===== src/rtl/sobel_pkg.sv =====
// Shared types for the Sobel fetch sequencer: master command encoding, FSM states, window size.
package sobel_pkg;

    typedef enum logic [1:0] {
        CMD_IDLE  = 2'b00,
        CMD_READ  = 2'b01,
        CMD_WRITE = 2'b10
    } cmd_t;

    typedef enum logic [3:0] {
        IDLE,
        RD_ISSUE,
        RD_ACK,
        RD_DONE,
        EMIT,
        WAIT_RES,
        WR_ISSUE,
        WR_ACK,
        WR_DONE,
        ADVANCE
    } state_t;

    localparam int WIN_PIX = 9;

    // Window byte k sits at row k/3, column k%3.
    function automatic logic [7:0] k_row(input logic [3:0] k);
        if (k < 4'd3)      return 8'd0;
        else if (k < 4'd6) return 8'd1;
        else               return 8'd2;
    endfunction

    function automatic logic [7:0] k_col(input logic [3:0] k);
        return {4'b0000, k} - 8'd3 * k_row(k);
    endfunction

endpackage


===== src/rtl/sobel_addr_gen.sv =====
// Combinational source/destination byte addresses for centre (x,y) and window byte k; wraps modulo 256.
module sobel_addr_gen
    import sobel_pkg::*;
#(
    parameter int         IMG_W    = 8,
    parameter logic [7:0] SRC_BASE = 8'h00,
    parameter logic [7:0] DST_BASE = 8'h80
) (
    input  logic [7:0] x,
    input  logic [7:0] y,
    input  logic [3:0] k,
    output logic [7:0] addr_r,
    output logic [7:0] addr_w
);

    localparam logic [7:0] W_SRC = 8'(IMG_W);
    localparam logic [7:0] W_DST = 8'(IMG_W - 2);

    logic [7:0] row;
    logic [7:0] col;

    always_comb begin
        row    = y + k_row(k) - 8'd1;
        col    = x + k_col(k) - 8'd1;
        addr_r = SRC_BASE + row * W_SRC + col;
        addr_w = DST_BASE + (y - 8'd1) * W_DST + (x - 8'd1);
    end

endmodule


===== src/rtl/sobel_fetch_seq.sv =====
// Walks the source image, fetches 3x3 windows via ahb_master, stores Sobel results to the destination.
// Build option FETCH_REUSE_EN: reuse two window columns on an x step, reading only the new column.
module sobel_fetch_seq
    import sobel_pkg::*;
#(
    parameter int         IMG_W    = 8,
    parameter int         IMG_H    = 8,
    parameter logic [7:0] SRC_BASE = 8'h00,
    parameter logic [7:0] DST_BASE = 8'h80
) (
    input  logic                   HCLK,
    input  logic                   HRESET,
    input  logic                   start,
    output logic                   done,
    input  logic                   mst_busy,
    input  logic [7:0]             data_r,
    output logic [1:0]             instruction,
    output logic [7:0]             addr_r,
    output logic [7:0]             addr_w,
    output logic [7:0]             data_w,
    output logic                   win_valid,
    input  logic                   win_ready,
    output logic [WIN_PIX*8-1:0]   win_pix,
    input  logic                   res_valid,
    input  logic [7:0]             res_data
);

    localparam logic [7:0] X_LAST = 8'(IMG_W - 2);
    localparam logic [7:0] Y_LAST = 8'(IMG_H - 2);

    state_t                 state_q, state_d;
    cmd_t                   cmd_q, cmd_d;
    logic [7:0]             x_q, x_d, y_q, y_d;
    logic [3:0]             k_q, k_d;
    logic                   col_only_q, col_only_d;
    logic [7:0]             addr_r_q, addr_r_d, addr_w_q, addr_w_d, data_w_q, data_w_d;
    logic                   win_valid_q, win_valid_d, done_q, done_d;
    logic [WIN_PIX*8-1:0]   win_q, win_d;
    logic [7:0]             gen_addr_r, gen_addr_w;

    always_comb begin
        // NOTE: every variable gets its hold value first so no path through the case infers a latch.
        state_d     = state_q;
        cmd_d       = cmd_q;
        x_d         = x_q;
        y_d         = y_q;
        k_d         = k_q;
        col_only_d  = col_only_q;
        data_w_d    = data_w_q;
        win_valid_d = win_valid_q;
        win_d       = win_q;
        done_d      = 1'b0;

        unique case (state_q)
            IDLE: if (start) begin
                state_d    = RD_ISSUE;
                cmd_d      = CMD_READ;
                k_d        = 4'd0;
                col_only_d = 1'b0;
            end
            RD_ISSUE: state_d = RD_ACK;
            RD_ACK: if (mst_busy) begin
                cmd_d   = CMD_IDLE;
                state_d = RD_DONE;
            end
            RD_DONE: if (!mst_busy) begin
                win_d[{k_q, 3'b000} +: 8] = data_r;
                if (k_q == 4'd8) begin
                    state_d     = EMIT;
                    win_valid_d = 1'b1;
                end else begin
                    state_d = RD_ISSUE;
                    cmd_d   = CMD_READ;
                    k_d     = k_q + (col_only_q ? 4'd3 : 4'd1);
                end
            end
            EMIT: if (win_ready) begin
                win_valid_d = 1'b0;
                state_d     = WAIT_RES;
            end
            WAIT_RES: if (res_valid) begin
                data_w_d = res_data;
                state_d  = WR_ISSUE;
                cmd_d    = CMD_WRITE;
            end
            WR_ISSUE: state_d = WR_ACK;
            WR_ACK: if (mst_busy) begin
                cmd_d   = CMD_IDLE;
                state_d = WR_DONE;
            end
            WR_DONE: if (!mst_busy) state_d = ADVANCE;
            ADVANCE: begin
                if (x_q == X_LAST) begin
                    x_d        = 8'd1;
                    k_d        = 4'd0;
                    col_only_d = 1'b0;
                    if (y_q == Y_LAST) begin
                        y_d     = 8'd1;
                        done_d  = 1'b1;
                        state_d = IDLE;
                    end else begin
                        y_d     = y_q + 8'd1;
                        state_d = RD_ISSUE;
                        cmd_d   = CMD_READ;
                    end
                end else begin
                    x_d     = x_q + 8'd1;
                    state_d = RD_ISSUE;
                    cmd_d   = CMD_READ;
`ifdef FETCH_REUSE_EN
                    // Slide the two overlapping columns left; only column dx=2 is fetched.
                    for (int r = 0; r < 3; r++) begin
                        win_d[24*r +: 8]     = win_q[24*r + 8 +: 8];
                        win_d[24*r + 8 +: 8] = win_q[24*r + 16 +: 8];
                    end
                    k_d        = 4'd2;
                    col_only_d = 1'b1;
`else
                    k_d        = 4'd0;
                    col_only_d = 1'b0;
`endif
                end
            end
            default: state_d = IDLE;
        endcase
    end

    sobel_addr_gen #(
        .IMG_W    (IMG_W),
        .SRC_BASE (SRC_BASE),
        .DST_BASE (DST_BASE)
    ) u_addr_gen (
        .x      (x_d),
        .y      (y_d),
        .k      (k_d),
        .addr_r (gen_addr_r),
        .addr_w (gen_addr_w)
    );

    // Addresses are latched as a command is issued and held through its handshake.
    always_comb begin
        addr_r_d = (state_d == RD_ISSUE) ? gen_addr_r : addr_r_q;
        addr_w_d = (state_d == WR_ISSUE) ? gen_addr_w : addr_w_q;
    end

    // NOTE: non-blocking assignments so every flop samples the pre-edge value of its _d.
    always_ff @(posedge HCLK or negedge HRESET) begin
        if (!HRESET) begin
            state_q     <= IDLE;
            cmd_q       <= CMD_IDLE;
            x_q         <= 8'd1;
            y_q         <= 8'd1;
            k_q         <= 4'd0;
            col_only_q  <= 1'b0;
            addr_r_q    <= 8'd0;
            addr_w_q    <= 8'd0;
            data_w_q    <= 8'd0;
            win_valid_q <= 1'b0;
            done_q      <= 1'b0;
            // NOTE: the window is a register bank on an output port, so it is cleared, not left X.
            win_q       <= '0;
        end else begin
            state_q     <= state_d;
            cmd_q       <= cmd_d;
            x_q         <= x_d;
            y_q         <= y_d;
            k_q         <= k_d;
            col_only_q  <= col_only_d;
            addr_r_q    <= addr_r_d;
            addr_w_q    <= addr_w_d;
            data_w_q    <= data_w_d;
            win_valid_q <= win_valid_d;
            done_q      <= done_d;
            win_q       <= win_d;
        end
    end

    assign instruction = cmd_q;
    assign addr_r      = addr_r_q;
    assign addr_w      = addr_w_q;
    assign data_w      = data_w_q;
    assign win_valid   = win_valid_q;
    assign win_pix     = win_q;
    assign done        = done_q;

endmodule


===== config.mk =====
export PLATFORM = sky130hd
export DESIGN_NAME = sobel_fetch_seq
export DESIGN_NICKNAME = d
export VERILOG_FILES = /design/src/rtl/sobel_pkg.sv /design/src/rtl/sobel_addr_gen.sv /design/src/rtl/sobel_fetch_seq.sv
export SDC_FILE = /design/constraint.sdc
export NUM_CORES = 1
export LEC_CHECK = 0
export ABC_AREA = 1
export CORE_MARGIN = 5
export CORE_UTILIZATION = 58
export CTS_CLUSTER_SIZE = 25
export DETAILED_ROUTE_END_ITERATION = 6
export PLACE_DENSITY = 0.87
export SLEW_MARGIN = 30
export SYNTH_ARGS = -nofsm -noshare
export SYNTH_HDL_FRONTEND = slang
export SYNTH_SLANG_ARGS = --single-unit

===== constraint.sdc =====
create_clock -name HCLK -period 13 [get_ports HCLK]
set_clock_uncertainty 0.1 [all_clocks]
set_input_delay 1.3 -clock HCLK [delete_from_list [all_inputs] [get_ports HCLK]]
set_output_delay 1.3 -clock HCLK [all_outputs]
set_load 0.02 [all_outputs]

==> out/metrics.yaml <==
total_power_mw: 2.22
yosysSeqAreaShare: 0.448
path_class: "input pin to flip-flop"
tritoncts.num_buffers: 17
fin_util: 0.745
yosys-mux-area-fraction: 0.0227
yosys.area.top_type: "dfrtp_1"
grt-ovfl-total: 0
post_cts_buffers: 0
clockBufferDepth: 2
routabilityCongestion: 0.919
synth.cell_area_um2: 6930
arrival_ps: 5780
synth.most_common_cell: "nand2_1"
synth_top_area_share: 0.440
drt-initial-drc-count: 552
fp-row-count: 40
synth.area.top_cells: "dfrtp_1, nand2_1, ha_1"
nets: 1019
slowest_delay_ps: 700
antenna_left: 0
cp_max_fo: 9
internal_power_mw: 1.29
maxCapViolations: 0
p_sw_frac: 0.418
tightest_slew_ps: 809
avgSynthCellArea_um2: 8.46
cts_resized: 0
path_common_cell: "inv_1"
pin_count: 122
diodes: 0
core_area_um2: 11900
num_vias: 5933
synth-async-reset-ratio: 1.00
seq_power_share: 0.251
synth_warnings: 0
path_clk_slew_ps: 50
synth_fa_ha_area_frac: 0.106
drc_errors: 0
chipWidth_um: 119
start_util: 0.584
seq_area_um2: 3110
period_share: 0.429
fin_setup_tns_ps: 0
cts-root-buf: "clkbuf_16"
synth_seq_cells: 124
synth_xor_area_frac: 0.0265
ys_top_cells_by_count: "nand2_1, dfrtp_1, inv_1"
yosysUniqueCellTypes: 45
p_clk_frac: 0.212
fmax_mhz: 179
placedInstanceArea_um2: 8250
viasPerCell: 5.39
cts_tree: "done"
setup_viol_count_final: 0
power.switching_mw: 0.927
area_delta_synth_final_pct: 27.5
syn_inst: 819
htree_levels: 4
slowest_stage: "clkdlybuf4s50_1"
grt_start_max_net_pins: 66
ir_drop_mv: 0.220
grt_pass1_vias: 6024
cp.required_ps: 13210
startpoint_type: "input pin"
post_synth_and_or_nand_nor_area_fraction: 0.224
dp.cells: 1071
grtUsageTotal: 0.249
wire_per_inst_um: 15.5
multi_input_area_um2: 3310
routed-wl-met3_mm: 1.10
drive_gt1_frac: 0.0849
finalMaxSlewViolations: 0
synth_compound_area_frac: 0.0977
wl_met1_mm: 7.17
p_leak_nw: 4.32
nFillCells: 817
fp.dieH_um: 119
status: "complete, no violations"
ys.flop_type: "dfrtp_1"
fin_crit_ps: 5570
grt_pass1_wl_mm: 29.0
end_kind: "flip-flop"
hold_violations: 0
highest_layer: "met4"
cts.sinks: 124
syn_nets: 895
synth_edf_count: 0
finalInstanceArea_um2: 8830
antenna_found_initial: 0
insertion_delay_ps: 420
hp-class: "flip-flop to flip-flop"
powerDensity_nw_per_um2: 251
max_slew_margin: 0.461
port_buffers: 121
cts_hold_buf: 0
hpwl_mm: 12.5
die-area_um2: 14200
synth_top_family_by_area: "simple AND/OR/NAND/NOR gates"
totalWireLength_mm: 17.1
rsz0062_at_grt: "false"
final_cells: 1101
comb_power_share: 0.537
firstDrtPassIters: 5
met2_wirelength_mm: 8.48
==> registers in the layout, summed over array words and instances, names as in the netlist <==
| signal | count |
|---|---|
| addr_r | 8 |
| y_q | 8 |
| win_pix | 72 |
| done | 1 |
| x_q | 8 |
| win_valid | 1 |
| data_w | 8 |
| state_q | 4 |
| addr_w | 8 |
| k_q | 4 |
| instruction | 2 |
==> cells by family (layout without fill, tap and decap cells) <==
kind of cell    after synthesis  count (layout)
fa+ha+maj                    54              54
xor+xnor                     21              21
flops                       124             124
mux                          14              14
compound gates              128             128
buf+inv                     133             268
simple gates                345             345
==> critical path: cells and delay by family <==
kind / cells / cell delay [ps]
AOI/OAI and AO/OA: 3 / 390
and+or+nand+nor: 10 / 1300
adders and majority gates: 6 / 1760
buffers and inverters: 7 / 1060
==> through the flow <==
step	setup slack [ps]	hold WS, ps
2_1_floorplan	7850	355
3_3_place_gp	7170	361
3_5_place_dp	7000	364
4_1_cts	7440	380
5_1_grt	7050	402
6_report	7430	375
==> cell type report <==
type	count	share of cell area
multi-input combinational	562	0.374
timing repair buffer	122	0.138
clock inverter	8	0.0133
tap	147	0.0208
clock buffer	22	0.0525
inverter	116	0.0499
sequential	124	0.352
==> placed cells by master (no fill, tap or decap), types with 4 or more instances in the layout <==
master           count
nand3_1             28
inv_2                6
clkdlybuf4s50_1    120
clkbuf_16           17
nor3_1              23
xnor2_1              9
o21ai_1             11
nand2_1            211
fa_1                 8
nor2_1              41
xor2_1              12
a21oi_1             18
clkinv_2             4
ha_1                46
nand3_2              4
nand4_1             11
mux2_2              14
inv_1              108
nand2_2              8
o21ai_0             85
nor2_4               5
dfrtp_1            122
==> worst paths after layout <==
kind	from	depth (start not counted)	slack, ps	end
worst max-delay path	mst_busy	26	7430	addr_r[7]$_DFFE_PN0N_
worst min-delay path	data_w[3]$_DFFE_PN0P_	2	380	data_w[3]$_DFFE_PN0P_
worst max register to register	k_q[0]$_DFF_PN0_	30	7600	addr_r[7]$_DFFE_PN0N_
worst min register to register	data_w[3]$_DFFE_PN0P_	2	380	data_w[3]$_DFFE_PN0P_
max in group asynchronous	HRESET	2	10640	addr_w[3]$_DFFE_PN0N_
min in group asynchronous	HRESET	1	880	win_pix[38]$_DFFE_PN0P_
==> per-layer routing <==
| layer | up-vias | GRT usage |
|---|---|---|
| met2 | 227 | 0.424 |
| met4 | 0 | 0.0809 |
| met5 | - | 0 |
| li1 | 2905 | - |
| met1 | 2770 | 0.309 |
| met3 | 31 | 0.0689 |
==> power by group through the flow <==
stage | registers (mW) | clock network, mW | logic [mW]
after floorplan | 0.652 | 0 | 0.701
after global placement | 0.555 | 0 | 1.13
after detailed placement | 0.558 | 0 | 1.18
final | 0.556 | 0.471 | 1.19
after global routing | 0.568 | 0.492 | 1.34
after CTS | 0.554 | 0.475 | 1.20
Power figures use the tool's default switching activity.
